File: src/rtl/seven_seg_if.sv
// Application-side bundle for the seven-segment scanner: buffered digit data,
// live display controls, and the registered pin/scan outputs.
interface seven_seg_if #(
   parameter int N_DIGITS = 8,
   parameter int PWM_BITS = 4
);
   localparam int IDX_W = $clog2(N_DIGITS);

   logic [4*N_DIGITS-1:0] hex_in;
   logic [N_DIGITS-1:0]   dp_in;
   logic [N_DIGITS-1:0]   en_in;
   logic                  load;
   logic                  lz_blank;
   logic [PWM_BITS-1:0]   brightness;
   logic [6:0]            segments;
   logic                  dp;
   logic [N_DIGITS-1:0]   anodes;
   logic [IDX_W-1:0]      digit_idx;
   logic                  frame_done;

   modport master (
      output hex_in, dp_in, en_in, load, lz_blank, brightness,
      input  segments, dp, anodes, digit_idx, frame_done
   );

   modport slave (
      input  hex_in, dp_in, en_in, load, lz_blank, brightness,
      output segments, dp, anodes, digit_idx, frame_done
   );
endinterface

File: src/rtl/seven_seg_scanner.sv
// Time-multiplexed N-digit common-anode seven-segment driver with frame-aligned
// double buffering, leading-zero blanking and PWM brightness.
//
// Load buffer FSM:
//   state       | meaning
//   BUF_EMPTY   | no pending data; active register is current
//   BUF_PENDING | pending register holds a load awaiting the next frame boundary
module seven_seg_scanner #(
   parameter int N_DIGITS    = 8,
   parameter int REFRESH_DIV = 100000,
   parameter int PWM_BITS    = 4
) (
   input logic       clk_sys,
   input logic       rst_n,
   seven_seg_if.slave bus
);
   localparam int IDX_W  = $clog2(N_DIGITS);
   localparam int PCNT_W = $clog2(REFRESH_DIV);

   typedef enum logic {BUF_EMPTY, BUF_PENDING} buf_state_t;

   buf_state_t buf_state, buf_next;

   logic [PCNT_W-1:0]     pcnt;
   logic [PWM_BITS-1:0]   pwm_cnt;
   logic [IDX_W-1:0]      digit_idx;
   logic                  frame_done;
   logic                  tick;
   logic                  boundary;
   logic                  commit_direct;
   logic                  commit_pending;

   logic [4*N_DIGITS-1:0] pending_hex, active_hex;
   logic [N_DIGITS-1:0]   pending_dp, active_dp;
   logic [N_DIGITS-1:0]   pending_en, active_en;

   logic [N_DIGITS:0]     zero_tail;
   logic [3:0]            cur_hex;
   logic                  cur_dp;
   logic                  cur_en;
   logic                  cur_lz;
   logic                  pwm_on;
   logic [6:0]            seg_d, seg_q;
   logic                  dp_d, dp_q;
   logic [N_DIGITS-1:0]   an_d, an_q;

   function automatic logic [6:0] hex_to_seg(input logic [3:0] h);
      case (h)
         4'h0: hex_to_seg = 7'b1000000;
         4'h1: hex_to_seg = 7'b1111001;
         4'h2: hex_to_seg = 7'b0100100;
         4'h3: hex_to_seg = 7'b0110000;
         4'h4: hex_to_seg = 7'b0011001;
         4'h5: hex_to_seg = 7'b0010010;
         4'h6: hex_to_seg = 7'b0000010;
         4'h7: hex_to_seg = 7'b1111000;
         4'h8: hex_to_seg = 7'b0000000;
         4'h9: hex_to_seg = 7'b0010000;
         4'hA: hex_to_seg = 7'b0001000;
         4'hB: hex_to_seg = 7'b0000011;
         4'hC: hex_to_seg = 7'b1000110;
         4'hD: hex_to_seg = 7'b0100001;
         4'hE: hex_to_seg = 7'b0000110;
         default: hex_to_seg = 7'b0001110;
      endcase
   endfunction

   assign tick     = (pcnt == PCNT_W'(REFRESH_DIV - 1));
   assign boundary = tick && (digit_idx == IDX_W'(N_DIGITS - 1));

   always_ff @(posedge clk_sys or negedge rst_n) begin
      if (!rst_n) begin
         pcnt       <= '0;
         pwm_cnt    <= '0;
         digit_idx  <= '0;
         frame_done <= 1'b0;
      end else begin
         pwm_cnt    <= pwm_cnt + PWM_BITS'(1);
         frame_done <= boundary;
         if (tick) begin
            pcnt <= '0;
            if (digit_idx == IDX_W'(N_DIGITS - 1)) digit_idx <= '0;
            else                                    digit_idx <= digit_idx + IDX_W'(1);
         end else begin
            pcnt <= pcnt + PCNT_W'(1);
         end
      end
   end

   always_ff @(posedge clk_sys or negedge rst_n) begin
      if (!rst_n) buf_state <= BUF_EMPTY;
      else        buf_state <= buf_next;
   end

   // A boundary always empties the buffer: a coincident load bypasses straight to active.
   always_comb begin
      buf_next = buf_state;
      if (boundary)      buf_next = BUF_EMPTY;
      else if (bus.load) buf_next = BUF_PENDING;
   end

   always_comb begin
      commit_direct  = boundary && bus.load;
      commit_pending = boundary && !bus.load && (buf_state == BUF_PENDING);
   end

   always_ff @(posedge clk_sys or negedge rst_n) begin
      if (!rst_n) begin
         pending_hex <= '0;
         pending_dp  <= '0;
         pending_en  <= '0;
         active_hex  <= '0;
         active_dp   <= '0;
         active_en   <= '0;
      end else begin
         if (bus.load) begin
            pending_hex <= bus.hex_in;
            pending_dp  <= bus.dp_in;
            pending_en  <= bus.en_in;
         end
         if (commit_direct) begin
            active_hex <= bus.hex_in;
            active_dp  <= bus.dp_in;
            active_en  <= bus.en_in;
         end else if (commit_pending) begin
            active_hex <= pending_hex;
            active_dp  <= pending_dp;
            active_en  <= pending_en;
         end
      end
   end

   // zero_tail[k] is set when digit k and every more-significant digit are zero.
   always_comb begin
      zero_tail           = '0;
      zero_tail[N_DIGITS] = 1'b1;
      for (int k = N_DIGITS - 1; k >= 0; k--)
         zero_tail[k] = zero_tail[k+1] && (active_hex[4*k +: 4] == 4'h0);
   end

   always_comb begin
      cur_hex = 4'h0;
      cur_dp  = 1'b0;
      cur_en  = 1'b0;
      cur_lz  = 1'b0;
      for (int k = 0; k < N_DIGITS; k++) begin
         if (digit_idx == IDX_W'(k)) begin
            cur_hex = active_hex[4*k +: 4];
            cur_dp  = active_dp[k];
            cur_en  = active_en[k];
            cur_lz  = bus.lz_blank && (k > 0) && zero_tail[k];
         end
      end
   end

   always_comb begin
      pwm_on = (pwm_cnt <= bus.brightness);
      an_d   = '1;
      seg_d  = 7'h7F;
      dp_d   = 1'b1;
      if (cur_en) begin
         if (pwm_on) an_d[digit_idx] = 1'b0;
         seg_d = cur_lz ? 7'h7F : hex_to_seg(cur_hex);
         dp_d  = ~cur_dp;
      end
   end

   always_ff @(posedge clk_sys or negedge rst_n) begin
      if (!rst_n) begin
         seg_q <= 7'h7F;
         dp_q  <= 1'b1;
         an_q  <= '1;
      end else begin
         seg_q <= seg_d;
         dp_q  <= dp_d;
         an_q  <= an_d;
      end
   end

   assign bus.segments   = seg_q;
   assign bus.dp         = dp_q;
   assign bus.anodes     = an_q;
   assign bus.digit_idx  = digit_idx;
   assign bus.frame_done = frame_done;
endmodule
File: src/flat_wrapper.sv
// flat-port wrapper written by rule: the top's interface ports become plain ports
module seven_seg_scanner_flat 
#(
   parameter int N_DIGITS    = 8,
   parameter int REFRESH_DIV = 100000,
   parameter int PWM_BITS    = 4
)
  (clk_sys, rst_n, bus_hex_in, bus_dp_in, bus_en_in, bus_load, bus_lz_blank, bus_brightness, bus_segments, bus_dp, bus_anodes, bus_digit_idx, bus_frame_done);
  seven_seg_if #(.N_DIGITS(N_DIGITS), .PWM_BITS(PWM_BITS)) bus_i ();
  input logic clk_sys;
  input logic rst_n;
  input wire logic [$bits(bus_i.hex_in)-1:0] bus_hex_in;
  input wire logic [$bits(bus_i.dp_in)-1:0] bus_dp_in;
  input wire logic [$bits(bus_i.en_in)-1:0] bus_en_in;
  input wire logic [$bits(bus_i.load)-1:0] bus_load;
  input wire logic [$bits(bus_i.lz_blank)-1:0] bus_lz_blank;
  input wire logic [$bits(bus_i.brightness)-1:0] bus_brightness;
  output wire logic [$bits(bus_i.segments)-1:0] bus_segments;
  output wire logic [$bits(bus_i.dp)-1:0] bus_dp;
  output wire logic [$bits(bus_i.anodes)-1:0] bus_anodes;
  output wire logic [$bits(bus_i.digit_idx)-1:0] bus_digit_idx;
  output wire logic [$bits(bus_i.frame_done)-1:0] bus_frame_done;
  assign bus_i.hex_in = bus_hex_in;
  assign bus_i.dp_in = bus_dp_in;
  assign bus_i.en_in = bus_en_in;
  assign bus_i.load = bus_load;
  assign bus_i.lz_blank = bus_lz_blank;
  assign bus_i.brightness = bus_brightness;
  assign bus_segments = bus_i.segments;
  assign bus_dp = bus_i.dp;
  assign bus_anodes = bus_i.anodes;
  assign bus_digit_idx = bus_i.digit_idx;
  assign bus_frame_done = bus_i.frame_done;
  seven_seg_scanner #(.N_DIGITS(N_DIGITS), .REFRESH_DIV(REFRESH_DIV), .PWM_BITS(PWM_BITS)) u_core (.clk_sys(clk_sys), .rst_n(rst_n), .bus(bus_i));
endmodule
File: config.mk
export PLATFORM = sky130hd
export DESIGN_NAME = seven_seg_scanner_flat
export DESIGN_NICKNAME = d
export VERILOG_FILES = /design/src/rtl/seven_seg_if.sv /design/src/rtl/seven_seg_scanner.sv /design/src/flat_wrapper.sv
export SDC_FILE = /design/constraint.sdc
export NUM_CORES = 1
export LEC_CHECK = 0
export BUFFER_PORTS_ARGS = -buffer_cell sky130_fd_sc_hd__buf_4
export CORE_ASPECT_RATIO = 1.1
export CORE_MARGIN = 2
export CORE_UTILIZATION = 45
export CTS_CLUSTER_SIZE = 16
export DETAILED_ROUTE_END_ITERATION = 10
export GPL_TIMING_DRIVEN = 1
export HOLD_SLACK_MARGIN = 0.03
export SLEW_MARGIN = 25
export SYNTH_ARGS = -nofsm -noshare
export SYNTH_HDL_FRONTEND = slang
export SYNTH_SLANG_ARGS = --single-unit
File: constraint.sdc
create_clock -name clk_sys -period 6.19 [get_ports clk_sys]
set_input_delay 0.619 -clock clk_sys [delete_from_list [all_inputs] [get_ports clk_sys]]
set_output_delay 0.619 -clock clk_sys [all_outputs]
set_load 0.05 [all_outputs]
### Word level (Yosys, flattened, before mapping)

Memories as Yosys holds them, arrays and structs flattened.
Cells that the tools add are included.

| word-level totals | value |
|---|---|
| bits in registers | 138 |
| ROM bits | 112 |
| input bits | 56 |
| logic and storage cells | 108 |
| memories kept | 1 |

Memories:

| name | depth | width | read ports | clocked after memory_dff | wr ports | line | source |
|---|---|---|---|---|---|---|---|
| (no name shown) | 16 | 7 | 1 | 0 | 0 | seven_seg_scanner.sv:48 | `case (h)` |

| cells by class | value |
|---|---|
| add/sub/neg operators | 3 |
| $lt $le $gt $ge | 3 |
| eq/ne operators | 8 |
| mux-type cells | 48 |
| bitwise logic cells | 2 |
| reduce and logical (&&, ||, !) cells | 29 |

Operator list:

| kind | count |
|---|---|
| $mux 32 | 2 |
| $mux 8 | 6 |
| $mux 4 | 8 |
| $logic_not 4->1 | 7 |
| $mux 1 | 27 |
| $logic_and 1x1->1 | 18 |
| $add 17x1->17 const B | 1 |
| $eq 17x17->1 const B | 1 |
| $mux 17 | 1 |
| $mux 7 | 2 |
| $eq 3x3->1 const B | 4 |
| $not 8->8 | 1 |
| $eq 3x2->1 const B | 2 |
| $add 4x1->4 const B | 1 |
| $le 4x4->1 | 1 |
| $lt 3x4->1 const B | 1 |
| $reduce_bool 2->1 | 2 |
| $add 3x1->3 const B | 1 |
| $demux 1 s3 | 1 |
| $eq 3x1->1 const B | 1 |
| $ge 3x1->1 const B | 1 |
| $logic_not 3->1 | 1 |
| $mux 3 | 1 |
| $logic_not 1->1 | 1 |
| $not 1->1 | 1 |

### Longest topological paths before layout

Gate-level depths: netlist of the first run.

| logic depth | value |
|---|---|
| depth in word-level cells | 17 |
| mapped depth | 14 |

### Worst setup path before layout of the first run

OpenSTA, ideal clock, no wires.

| path | value |
|---|---|
| kind | flip-flop to flip-flop |
| start point | reg u_core.digit_idx[1], in the netlist u_core.bus.digit_idx[1] |
| end point | reg u_core.seg_q[5], in the netlist u_core.bus.segments[5] |
| setup time | 0.104 ns |
| data arrival time | 3.027 ns |
| data required time | 6.086 ns |
| slack | 3.059 ns |
| stages on the path, launching flop included | 14 |
| path buffers | 3 |
| clock period less this slack | 3.131 ns |
| cells stage by stage | dfrtp_1 inv_1 ha_1 buf_2 clkbuf_1 clkbuf_1 o32ai_1 a21oi_1 a21oi_1 inv_1 ha_1 mux2_2 nand2_1 o211ai_1 |

| between the ends | value |
|---|---|
| cells in the longest elaborated chain, start to end | 12 |

Ends and longest elaborated chain:

| element | line | source |
|---|---|---|
| from (decl) | seven_seg_scanner.sv:26 | `logic [IDX_W-1:0] digit_idx;` |
| from (signal assigned) | seven_seg_scanner.sv:83 | `else digit_idx <= digit_idx + IDX_W'(1);` |
| $logic_not 3->1 | seven_seg_scanner.sv:147 | `if (digit_idx == IDX_W'(k)) begin` |
| $mux 4 (8 in a row) | seven_seg_scanner.sv:147 |  |
| $mem_v2 16x7 | n/a |  |
| $mux 7 | seven_seg_scanner.sv:163 | `seg_d = cur_lz ? 7'h7F : hex_to_seg(cur_hex);` |
| $mux 7 (*) | seven_seg_scanner.sv:161 | `if (cur_en) begin` |
| via u_core.seg_d[5] | seven_seg_scanner.sv:43 | `logic [6:0] seg_d, seg_q;` |
| to (signal assigned) | seven_seg_scanner.sv:174 | `seg_q <= seg_d;` |
| to (decl) | seven_seg_scanner.sv:43 |  |

The timed path passes the listed nets; every way through them passes the cells marked *.
A chain may end at the register's enable or synchronous reset.

### Final worst setup path of the first run

| path | value |
|---|---|
| start point | reg u_core.digit_idx[2], in the netlist u_core.bus.digit_idx[2] |
| end point | reg u_core.seg_q[4], in the netlist u_core.bus.segments[4] |

Same word-level chain as after synthesis.

==> results of run 1 <==
-- worst register-to-register path, stage by stage (launching register included) --
cell      delay [ns]
dfrtp_1         0.90
inv_1           0.29
ha_1            0.42
inv_1           0.23
o221a_2         0.23
o21ai_0         0.09
a221oi_1        0.84
inv_1           0.22
mux2i_1         0.17
o221ai_1        0.25
-- power by group through the flow --
| stage | Combinational [W] | Clock (W) | Sequential (W) |
|---|---|---|---|
| detailed placement | 0.000102 | 0 | 0.000957 |
| CTS | 0.000103 | 0.00110 | 0.000941 |
| global route | 0.000112 | 0.00114 | 0.000944 |
| global placement | 0.000100 | 0 | 0.000956 |
| floorplan | 0.0000464 | 0 | 0.000954 |
| finish | 0.0000992 | 0.00108 | 0.000941 |
-- worst max path at each step --
| stage | start | slack (ns) | end |
|---|---|---|---|
| finish | u_core.bus.digit_idx[2] | 2.47 | u_core.bus.segments[4] |
| global placement | u_core.bus.digit_idx[1] | 2.61 | u_core.bus.anodes[3] |
| global route | u_core.bus.digit_idx[2] | 2.14 | u_core.bus.segments[4] |
| CTS | u_core.bus.digit_idx[2] | 2.52 | u_core.bus.segments[4] |
| detailed placement | u_core.bus.digit_idx[2] | 2.56 | u_core.bus.anodes[3] |
| floorplan | u_core.bus.digit_idx[1] | 3.06 | u_core.bus.segments[5] |
-- cells in the final DEF (no fill, tap or decap), drive strengths merged, types with 8 or more instances in the layout --
cell,n
a21oi,23
nor4,8
clkbuf,20
nor2,25
ha,17
xnor2,9
buf,77
nand3,9
dfrtp,122
inv,24
mux2,98
o21ai,19
dfstp,16
or3,9
nand2,28
-- area by class of cell --
cell class / count / area [um^2] / share of cell area (%)
repair buffers: 77 / 582 / 7.61
inverters: 23 / 86.3 / 1.13
clock inverters: 12 / 169 / 2.21
clock buffers: 20 / 467 / 6.11
flip-flops and latches: 138 / 3470 / 45.5
well taps: 188 / 235 / 3.08
multi-input cells: 323 / 2630 / 34.4
-- registers in the layout, indices dropped and copies added (netlist names) --
name                   flops
u_core.active_dp           8
u_core.active_en           8
u_core.active_hex         32
u_core.buf_state           1
u_core.bus.anodes          8
u_core.bus.digit_idx       3
u_core.bus.dp              1
u_core.bus.frame_done      1
u_core.bus.segments        7
u_core.pcnt               17
u_core.pending_dp          8
u_core.pending_en          8
u_core.pending_hex        32
u_core.pwm_cnt             4
-- cells by family (layout without fill, tap and decap cells) --
logic type | count (synthesis) | after routing | synth area share [%]
compound gates | 78 | 78 | 7.95
buf+inv | 49 | 132 | 3.81
flops | 138 | 138 | 54.8
fa+ha+maj | 17 | 17 | 3.35
xor+xnor | 16 | 16 | 2.21
mux | 101 | 101 | 19.1
simple gates | 111 | 111 | 8.88
-- per-stage QoR --
stage | power (W) | utilization (%) | area, um^2 | hold WS, ns
after global placement | 0.00106 | 50.8 | 7010 | 0.460
after floorplan | 0.00100 | - | 6340 | 0.323
final | 0.00212 | 55.4 | 7640 | 0.164
after global routing | 0.00220 | 55.4 | 7640 | 0.208
after detailed placement | 0.00106 | 50.8 | 7010 | 0.475
after CTS | 0.00215 | 55.4 | 7640 | 0.183
-- metal layers --
metal  vias up  track usage, %  wire [um]
li1       1956               -          -
met1      2077            23.8       5830
met2        97            30.5       6400
met3        34            5.56        589
met4         0            9.07        366
met5         -               0          0
==> results by group, run 1 <==
Timing
  – RSZ-0062 raised after global routing: no
  – Fmax achieved: 269 MHz
  – Final Setup Violations: 0
  – Worst setup margin: between 2 and 2.5 ns
  – Pins Over Slew Limit: 0
  – Rel. slew slack: around 34%
  – Tightest Pin Transition: around 0.98 ns
  – Final hold viol count: 0
  – Setup TNS: 0 ns
  – Final period util: 60.1%
  – Final Skew: between 0.01 and 0.015 ns
  – Min cycle time layout: ~3.7 ns

Clock tree
  – Clk_lat worst skew: between 0.4 and 0.5 ns
  – CTS Hold Bufs: 0
  – CTS tree: yes
  – Root Buffer: clkbuf_16
  – CTS resizes: 0
  – Post-CTS Setup Inserts: 0
  – Worst-case clock buffer depth: 2
  – Cts bufs inserted: 17
  – H-tree Lvls: 4
  – Clk sinks: between 100 and 150
  – Clock transition at the registers of the reported paths: roughly 0.060 ns

Critical path
  – Max stage delay on crit path: 0.90 ns
  – Reg-to-Reg End: u_core.bus.segments[4]
  – CP max FO: 29
  – RR Startpoint: u_core.bus.digit_idx[2]
  – CP most frequent cell: inv_1
  – Register-to-Register Path Depth: 9
  – Crit end category: flop
  – Crit path required time: between 6 and 7 ns
  – WP depth: 9
  – CP Class: reg -> reg
  – WP buf/inv: 3
  – Worst path slowest cell: dfrtp_1
  – Reg2Reg Setup Slack: ~2.5 ns
  – CP top delay family: compound AO/OA/AOI/OAI gates
  – CP Cell Sequence: inv_1 > ha_1 > inv_1 > o221a_2 > o21ai_0 > a221oi_1 > inv_1 > mux2i_1 > o221ai_1
  – CP arrival: 4.04 ns
  – CP Launch Type: flop

Power
  – Sw Share: between 20% and 30%
  – Power Density: around 280 mW/mm^2
  – Clk network pwr share: roughly half
  – Comb pwr share: under 10%
  – Flop pwr share: 44.4%
  – Switching power: 0.000431 W
  – Pint: between 0.0015 and 0.002 W
  – Leakage: between 3 and 4 nW
  – Peak supply drop: 0.000201 V

Detailed routing
  – Final ANT Viol Nets: 0
  – Avg Vias per Cell: around 5.3
  – Wire per inst: ~17 um
  – Residual DRC count: 0
  – Routed via count: between 4000 and 5000
  – TritonRoute pass-1 iters: 5
  – Final WL: between 10000 and 15000 um
  – Initial drt markers: between 200 and 250

Global routing
  – Tot GR Track Use: about a fifth
  – Vias in the first global route: around 4300
  – Gr ovfl total: 0
  – Initial antenna violation count: 0
  – First-pass GRT wire length: 21800 um
  – Largest net degree at the start of global routing: 75

Synthesis
  – Net Count, Synth: approximately 580
  – Synthesized instance count: 510
  – Distinct cells, synth: 51
  – Synthesized area: about 0.0063 mm^2
  – Avg Inst Size Synth: 12.4 um^2
  – Sequential fraction of the synthesis area: between 50 and 60%
  – Cell with the most instances after synthesis: dfrtp_1
  – EDFF count, synth: 0
  – Register bit total from synthesis: 138
  – Synth top area cells: dfrtp_1 48%, mux2_2 14%, dfstp_2 6.6%
  – Post-synth top cells: 122 x dfrtp_1, 78 x mux2_2, 28 x nand2_1, 25 x nor2_1
  – Post-synth top area share: between 40% and 50%
  – Yosys warns: 0
  – Synth area leader: dfrtp_1
  – Ys async rst share: between 90% and 100%
  – Post-synth top flop: dfrtp_1

Floorplan
  – Chip Height: about 130 um
  – Initial core utilization: around 46%
  – Site Rows: 45
  – Core Box Area: between 0.01 and 0.015 mm^2
  – # IOs: 76
  – DIE AREA: approximately 0.015 mm^2
  – Width of the die: roughly 120 um

Run
  – Max_cap viols: 0

Finish
  – Layout area overhead: 20.5%
  – Layout cells sized above 1: 38.3%
  – Final Net Count: between 600 and 700
  – Finished Layout Cells: ~780
  – Ant diodes: 0
  – # fillers: 1193

Min path
  – Hold WC Path Type: in -> async

Run status
  – Outcome: completed

Placed design
  – HPWL Detailed: just over 9000 um
  – DP Cell Count: ~750
  – GPL Wtd Cong: between 0.8 and 0.9
  – Port buffer count: 75
  – DP Worst Slack: 2.56 ns
Note: power is estimated with default switching activity, not from simulation.
==> run 2: changes to the inputs <==
ABC_AREA = 1   (was default)
clock period = 3.8 ns   (was 6.19 ns; I/O delays follow)
==> results by group, run 2 <==
Run status
  – Outcome: completed

Clock tree
  – Clk_lat worst skew: roughly 0.42 ns
  – H-tree Lvls: 4
  – Root Buffer: clkbuf_16
  – Cts bufs inserted: 17
  – Post-CTS Setup Inserts: 0
  – CTS tree: yes
  – Worst-case clock buffer depth: 2
  – Clk sinks: between 100 and 150
  – CTS resizes: 0
  – CTS Hold Bufs: 0
  – Clock transition at the registers of the reported paths: 0.06 ns

Synthesis
  – Synth area leader: dfrtp_1
  – Post-synth top flop: dfrtp_1
  – Synth Area in Simple Gates: 29.5%
  – Distinct cells, synth: 37
  – Ys async rst share: 100%
  – EDFF count, synth: 0
  – Mux share of post-synthesis cell area: 0%
  – Compound-Gate Fraction of Synth Area: 8.25%
  – Post-synth top cells: 267 x nand2_1, 122 x dfrtp_1, 73 x inv_1, 55 x nor2_1, 50 x nand3_1
  – Post-Synth Adder-Cell Area: slightly above 3%
  – Synth top area cells: dfrtp_1 44%, nand2_1 14%, dfstp_2 6.1%
  – Synthesized instance count: about 800
  – XOR/XNOR share of the synthesized area: less than 1%
  – Register bit total from synthesis: ~140
  – Synthesized area: around 0.0069 mm^2
  – Net Count, Synth: between 800 and 900
  – Cell with the most instances after synthesis: nand2_1
  – Post-synth top area share: 44.0%
  – Avg Inst Size Synth: approximately 8.5 um^2
  – Yosys warns: 0
  – Sequential fraction of the synthesis area: 50.1%
  – Largest family of logic cells by synthesized area: simple AND/OR/NAND/NOR gates

Finish
  – Final Net Count: between 900 and 1000
  – Most common cell after layout, fill and taps aside: nand2_1
  – Most frequent cells in the layout: 267 x nand2_1, 122 x dfrtp_1, 78 x buf_4
  – Ant diodes: 0
  – Final core utilization: between 50% and 60%
  – Layout area overhead: 18.6%
  – Layout cells sized above 1: 28.4%
  – Largest registers: u_core.active_hex (32), u_core.pending_hex (32), u_core.pcnt (17)

Run
  – Max_cap viols: 0

Placed design
  – Port buffer count: 75
  – HPWL Detailed: between 10000 and 15000 um
  – GPL Wtd Cong: roughly 0.9

Floorplan
  – Site Rows: 47
  – Initial core utilization: a little under half
  – # IOs: 76
  – DIE AREA: approximately 0.016 mm^2
  – Chip Height: between 100 and 150 um
  – Width of the die: approximately 120 um
  – Core Box Area: 0.0151 mm^2

Critical path
  – CP Class: reg -> reg
  – Critical Path Source: u_core.bus.digit_idx[1]
  – CP arrival: slightly above 3 ns
  – CP max FO: between 90 and 100
  – RR Startpoint: u_core.bus.digit_idx[1]
  – Crit path required time: roughly 4 ns
  – CP Launch Type: flop
  – Crit end category: flop

Timing
  – RSZ-0062 raised after global routing: no
  – Final hold viol count: 0
  – Final Setup Violations: 0
  – Setup TNS: 0 ns
  – Tightest Pin Transition: 0.836 ns
  – Fmax achieved: 364 MHz
  – Min cycle time layout: around 2.7 ns
  – Final period util: approximately 72%
  – Rel. slew slack: 44.3%
  – Pins Over Slew Limit: 0
  – Hold WS: 0.0573 ns
  – Final Skew: around 0.0094 ns

Global routing
  – Gr ovfl total: 0
  – Initial antenna violation count: 0
  – Vias in the first global route: ~5400
  – First-pass GRT wire length: roughly 25000 um
  – Tot GR Track Use: about a fifth
  – Largest net degree at the start of global routing: around 110

Detailed routing
  – TritonRoute pass-1 iters: 5
  – Final WL: 14700 um
  – Avg Vias per Cell: 4.92
  – Final ANT Viol Nets: 0
  – Routed via count: ~5400
  – Wire per inst: approximately 13 um
  – Initial drt markers: 330
  – Residual DRC count: 0

Power
  – Leakage: 4.28 nW
  – Peak supply drop: around 0.00027 V
  – Power Density: 425 mW/mm^2

Min path
  – Hold WC Path Type: in -> async
run 2: worst paths after layout:
| kind | to | slack [ns] | depth (start not counted) |
|---|---|---|---|
| max reg2reg | u_core.active_hex[1] | 1.05 | 8 |
| min | u_core.pending_hex[15] | 0.06 | 1 |
| max | u_core.active_hex[1] | 1.05 | 8 |
| max in group asynchronous | u_core.bus.segments[1] | 2.88 | 2 |
| min in group clk_sys | u_core.pending_hex[4] | 0.19 | 3 |
| min reg2reg | u_core.pending_hex[1] | 0.46 | 2 |
run 2: metal layers:
metal	part of all wire [%]	routed length, um	GRT usage, %	vias to the layer above
met5	0	0	0	-
met4	2.1	312	8.11	0
met3	4.6	681	5.10	24
met2	47	6890	30.8	122
met1	47	6870	26.4	2550
li1	-	-	-	2728
run 2: cell families after synthesis:
family,count (synthesis)
xor gates and xnor gates,5
and+or+nand+nor,437
DFF,138
adders and majority gates,17
AOI/OAI and AO/OA,81
buffers and inverters,142
run 2: cell type report:
| type | instances | area (um^2) |
|---|---|---|
| clock buffers | 22 | 464 |
| clock inverters | 9 | 97.6 |
| fillers | 1404 | 6840 |
| inverters | 118 | 443 |
| multi-input cells | 540 | 2880 |
| flip-flops and latches | 138 | 3470 |
| well taps | 196 | 245 |
| repair buffers | 80 | 619 |
run 2: per-stage QoR:
stage | cells | instance area, um^2 | power (W) | worst slack (ns)
after floorplan | 820 | 6930 | 0.00181 | 1.29
after global placement | 1072 | 7650 | 0.00193 | 1.18
after detailed placement | 1072 | 7650 | 0.00195 | 1.12
after CTS | 1103 | 8220 | 0.00355 | 1.09
after global routing | 1103 | 8220 | 0.00365 | 0.804
final | 1103 | 8220 | 0.00350 | 1.05
run 2: power by group:
part           switching, W  leakage, nW  total [W]  internal (W)
Sequential        0.0000471         1.70    0.00161       0.00156
Combinational      0.000193         2.30   0.000309      0.000116
Clock              0.000592        0.279    0.00158      0.000988
Total              0.000832         4.28    0.00350       0.00266
run 2: critical path, stage by stage (launching register included):
cell	delay, ns
dfrtp_1	0.44
ha_1	0.22
ha_1	0.39
clkinv_1	0.37
nor3_4	0.30
buf_12	0.43
nand3_1	0.18
o21ai_0	0.12
inv_1	0.06
==> run 3: changes to the inputs <==
clock period = 2.6 ns   (was 3.8 ns; I/O delays follow)
==> results by group, run 3 (synthesized netlist as in run 2, its figures left out) <==
Critical path
  – CP max FO: 7
  – CP arrival: between 2 and 3 ns
  – Crit path required time: 2.95 ns
  – CP Launch Type: flop
  – CP Class: reg -> reg
  – Crit end category: flop

Detailed routing
  – Wire per inst: approximately 14 um
  – TritonRoute pass-1 iters: 5
  – Final WL: approximately 15000 um
  – Final ANT Viol Nets: 0
  – Initial drt markers: about 340
  – Routed via count: between 5000 and 6000
  – Residual DRC count: 0
  – Avg Vias per Cell: 4.83

Placed design
  – DP Area: 0.00774 mm^2
  – GPL Wtd Cong: slightly below 1
  – DP Worst Slack: around 0.13 ns
  – Port buffer count: 75
  – HPWL Detailed: 10800 um

Run status
  – Outcome: completed

Floorplan
  – Chip Height: between 100 and 150 um
  – Width of the die: between 100 and 150 um
  – # IOs: between 70 and 80
  – DIE AREA: approximately 0.016 mm^2
  – Core Box Area: about 0.015 mm^2
  – Site Rows: 47
  – Initial core utilization: a little under half

Clock tree
  – Cts bufs inserted: 17
  – Clk sinks: 138
  – Clock transition at the registers of the reported paths: 0.06 ns
  – H-tree Lvls: 4
  – Worst-case clock buffer depth: 2
  – Root Buffer: clkbuf_16
  – Clk_lat worst skew: around 0.43 ns
  – CTS tree: yes

Global routing
  – First-pass GRT wire length: between 20000 and 30000 um
  – Tot GR Track Use: about a fifth
  – Largest net degree at the start of global routing: 64
  – Gr ovfl total: 0
  – Vias in the first global route: about 5400
  – Initial antenna violation count: 0

Power
  – Peak supply drop: ~0.0004 V
  – Leakage: around 4.4 nW
  – Power Density: 643 mW/mm^2
  – Total power: 0.00543 W

Timing
  – Min cycle time layout: 2.35 ns
  – Final Setup Violations: 0
  – Worst setup margin: ~0.25 ns
  – Pins Over Slew Limit: 0
  – RSZ-0062 raised after global routing: no
  – Final Skew: 0.0127 ns
  – Final period util: between 90% and 100%
  – Setup TNS: 0 ns
  – Final hold viol count: 0
  – Rel. slew slack: approximately three fifths
  – Tightest Pin Transition: 0.620 ns
  – Fmax achieved: 425 MHz
  – Hold WS: roughly 0.057 ns

Finish
  – Most frequent cells in the layout: 265 x nand2_1, 120 x dfrtp_1, 84 x buf_4
  – Most common cell after layout, fill and taps aside: nand2_1
  – Final Net Count: 978
  – Ant diodes: 0
  – # fillers: about 1400
  – Non-Filler Cell Area, Final: about 0.0084 mm^2
  – Layout area overhead: 21.7%
  – Layout cells sized above 1: 30.1%
  – Largest registers: u_core.active_hex (32), u_core.pending_hex (32), u_core.pcnt (17)

Min path
  – Hold WC Path Type: in -> reg

Run
  – Max_cap viols: 0
==> run 3: changes by cell type in the layout (fill, tap and decap cells not counted), moves of 3 or more <==
cell       before  now
bufinv_16       2    5
buf_12          1    4
ha_1           17   14
clkinv_2        6    3
buf_4          78   84
ha_2            0    3
==> run 3: cell type report <==
cell class                 count  area [um^2]  area share [%]
multi-input combinational    540         2900            34.4
clock buffer                  24          472            5.59
tap                          196          245            2.91
timing repair buffer          90          732            8.68
inverter                     118          443            5.25
sequential                   138         3480            41.2
clock inverter                 8          165            1.96
==> run 3: timing repair <==
item	4_1_cts	5_1_grt
setup buffers	0	2
setup endpoints to repair	0	10
gates resized for setup	0	12
hold endpoints to repair	45	0
hold buffers	1	0
==> run 3: worst max-delay path: stages (launching register included) <==
cell and delay (ns):
dfrtp_2 0.44, inv_1 0.12, ha_2 0.25, inv_2 0.08, nor2_4 0.16, nand2_1 0.08
nand3_1 0.09, nand2_1 0.07, nand2_1 0.05, nand2_1 0.04, nand2_1 0.12, a21boi_4 0.09
buf_4 0.14, ha_1 0.30, nand2_1 0.08, nand3_1 0.06, nand3_1 0.10
==> run 3: report_power, final <==
| part | internal (W) | leakage (nW) | switching, W |
|---|---|---|---|
| Combinational | 0.000177 | 2.37 | 0.000286 |
| Sequential | 0.00228 | 1.69 | 0.0000680 |
| Clock | 0.00175 | 0.312 | 0.000867 |
| Total | 0.00421 | 4.37 | 0.00122 |
==> run 3: stage by stage <==
step           util (%)  cells
2_1_floorplan         -    820
3_3_place_gp       51.4   1079
3_5_place_dp       51.4   1079
4_1_cts            55.7   1112
5_1_grt            56.0   1114
6_report           56.0   1114
==> run 3: per-layer routing <==
metal	track usage, %	routed length [um]
met5	0	0
met1	27.1	7050
met2	31.6	7220
met3	4.89	556
met4	8.17	369
==> run 3: path summary, 6_finish.rpt <==
check | from | to | slack, ns | cells after the start
max in group asynchronous | rst_n | u_core.bus.digit_idx[1] | 1.44 | 3
max reg2reg | u_core.bus.digit_idx[1] | u_core.bus.segments[3] | 0.25 | 16
max | u_core.bus.digit_idx[1] | u_core.bus.segments[3] | 0.25 | 16
min in group asynchronous | rst_n | u_core.pending_hex[19] | 0.38 | 2
min reg2reg | u_core.pending_hex[1] | u_core.pending_hex[1] | 0.46 | 2
min | bus_hex_in[1] | u_core.pending_hex[1] | 0.06 | 3
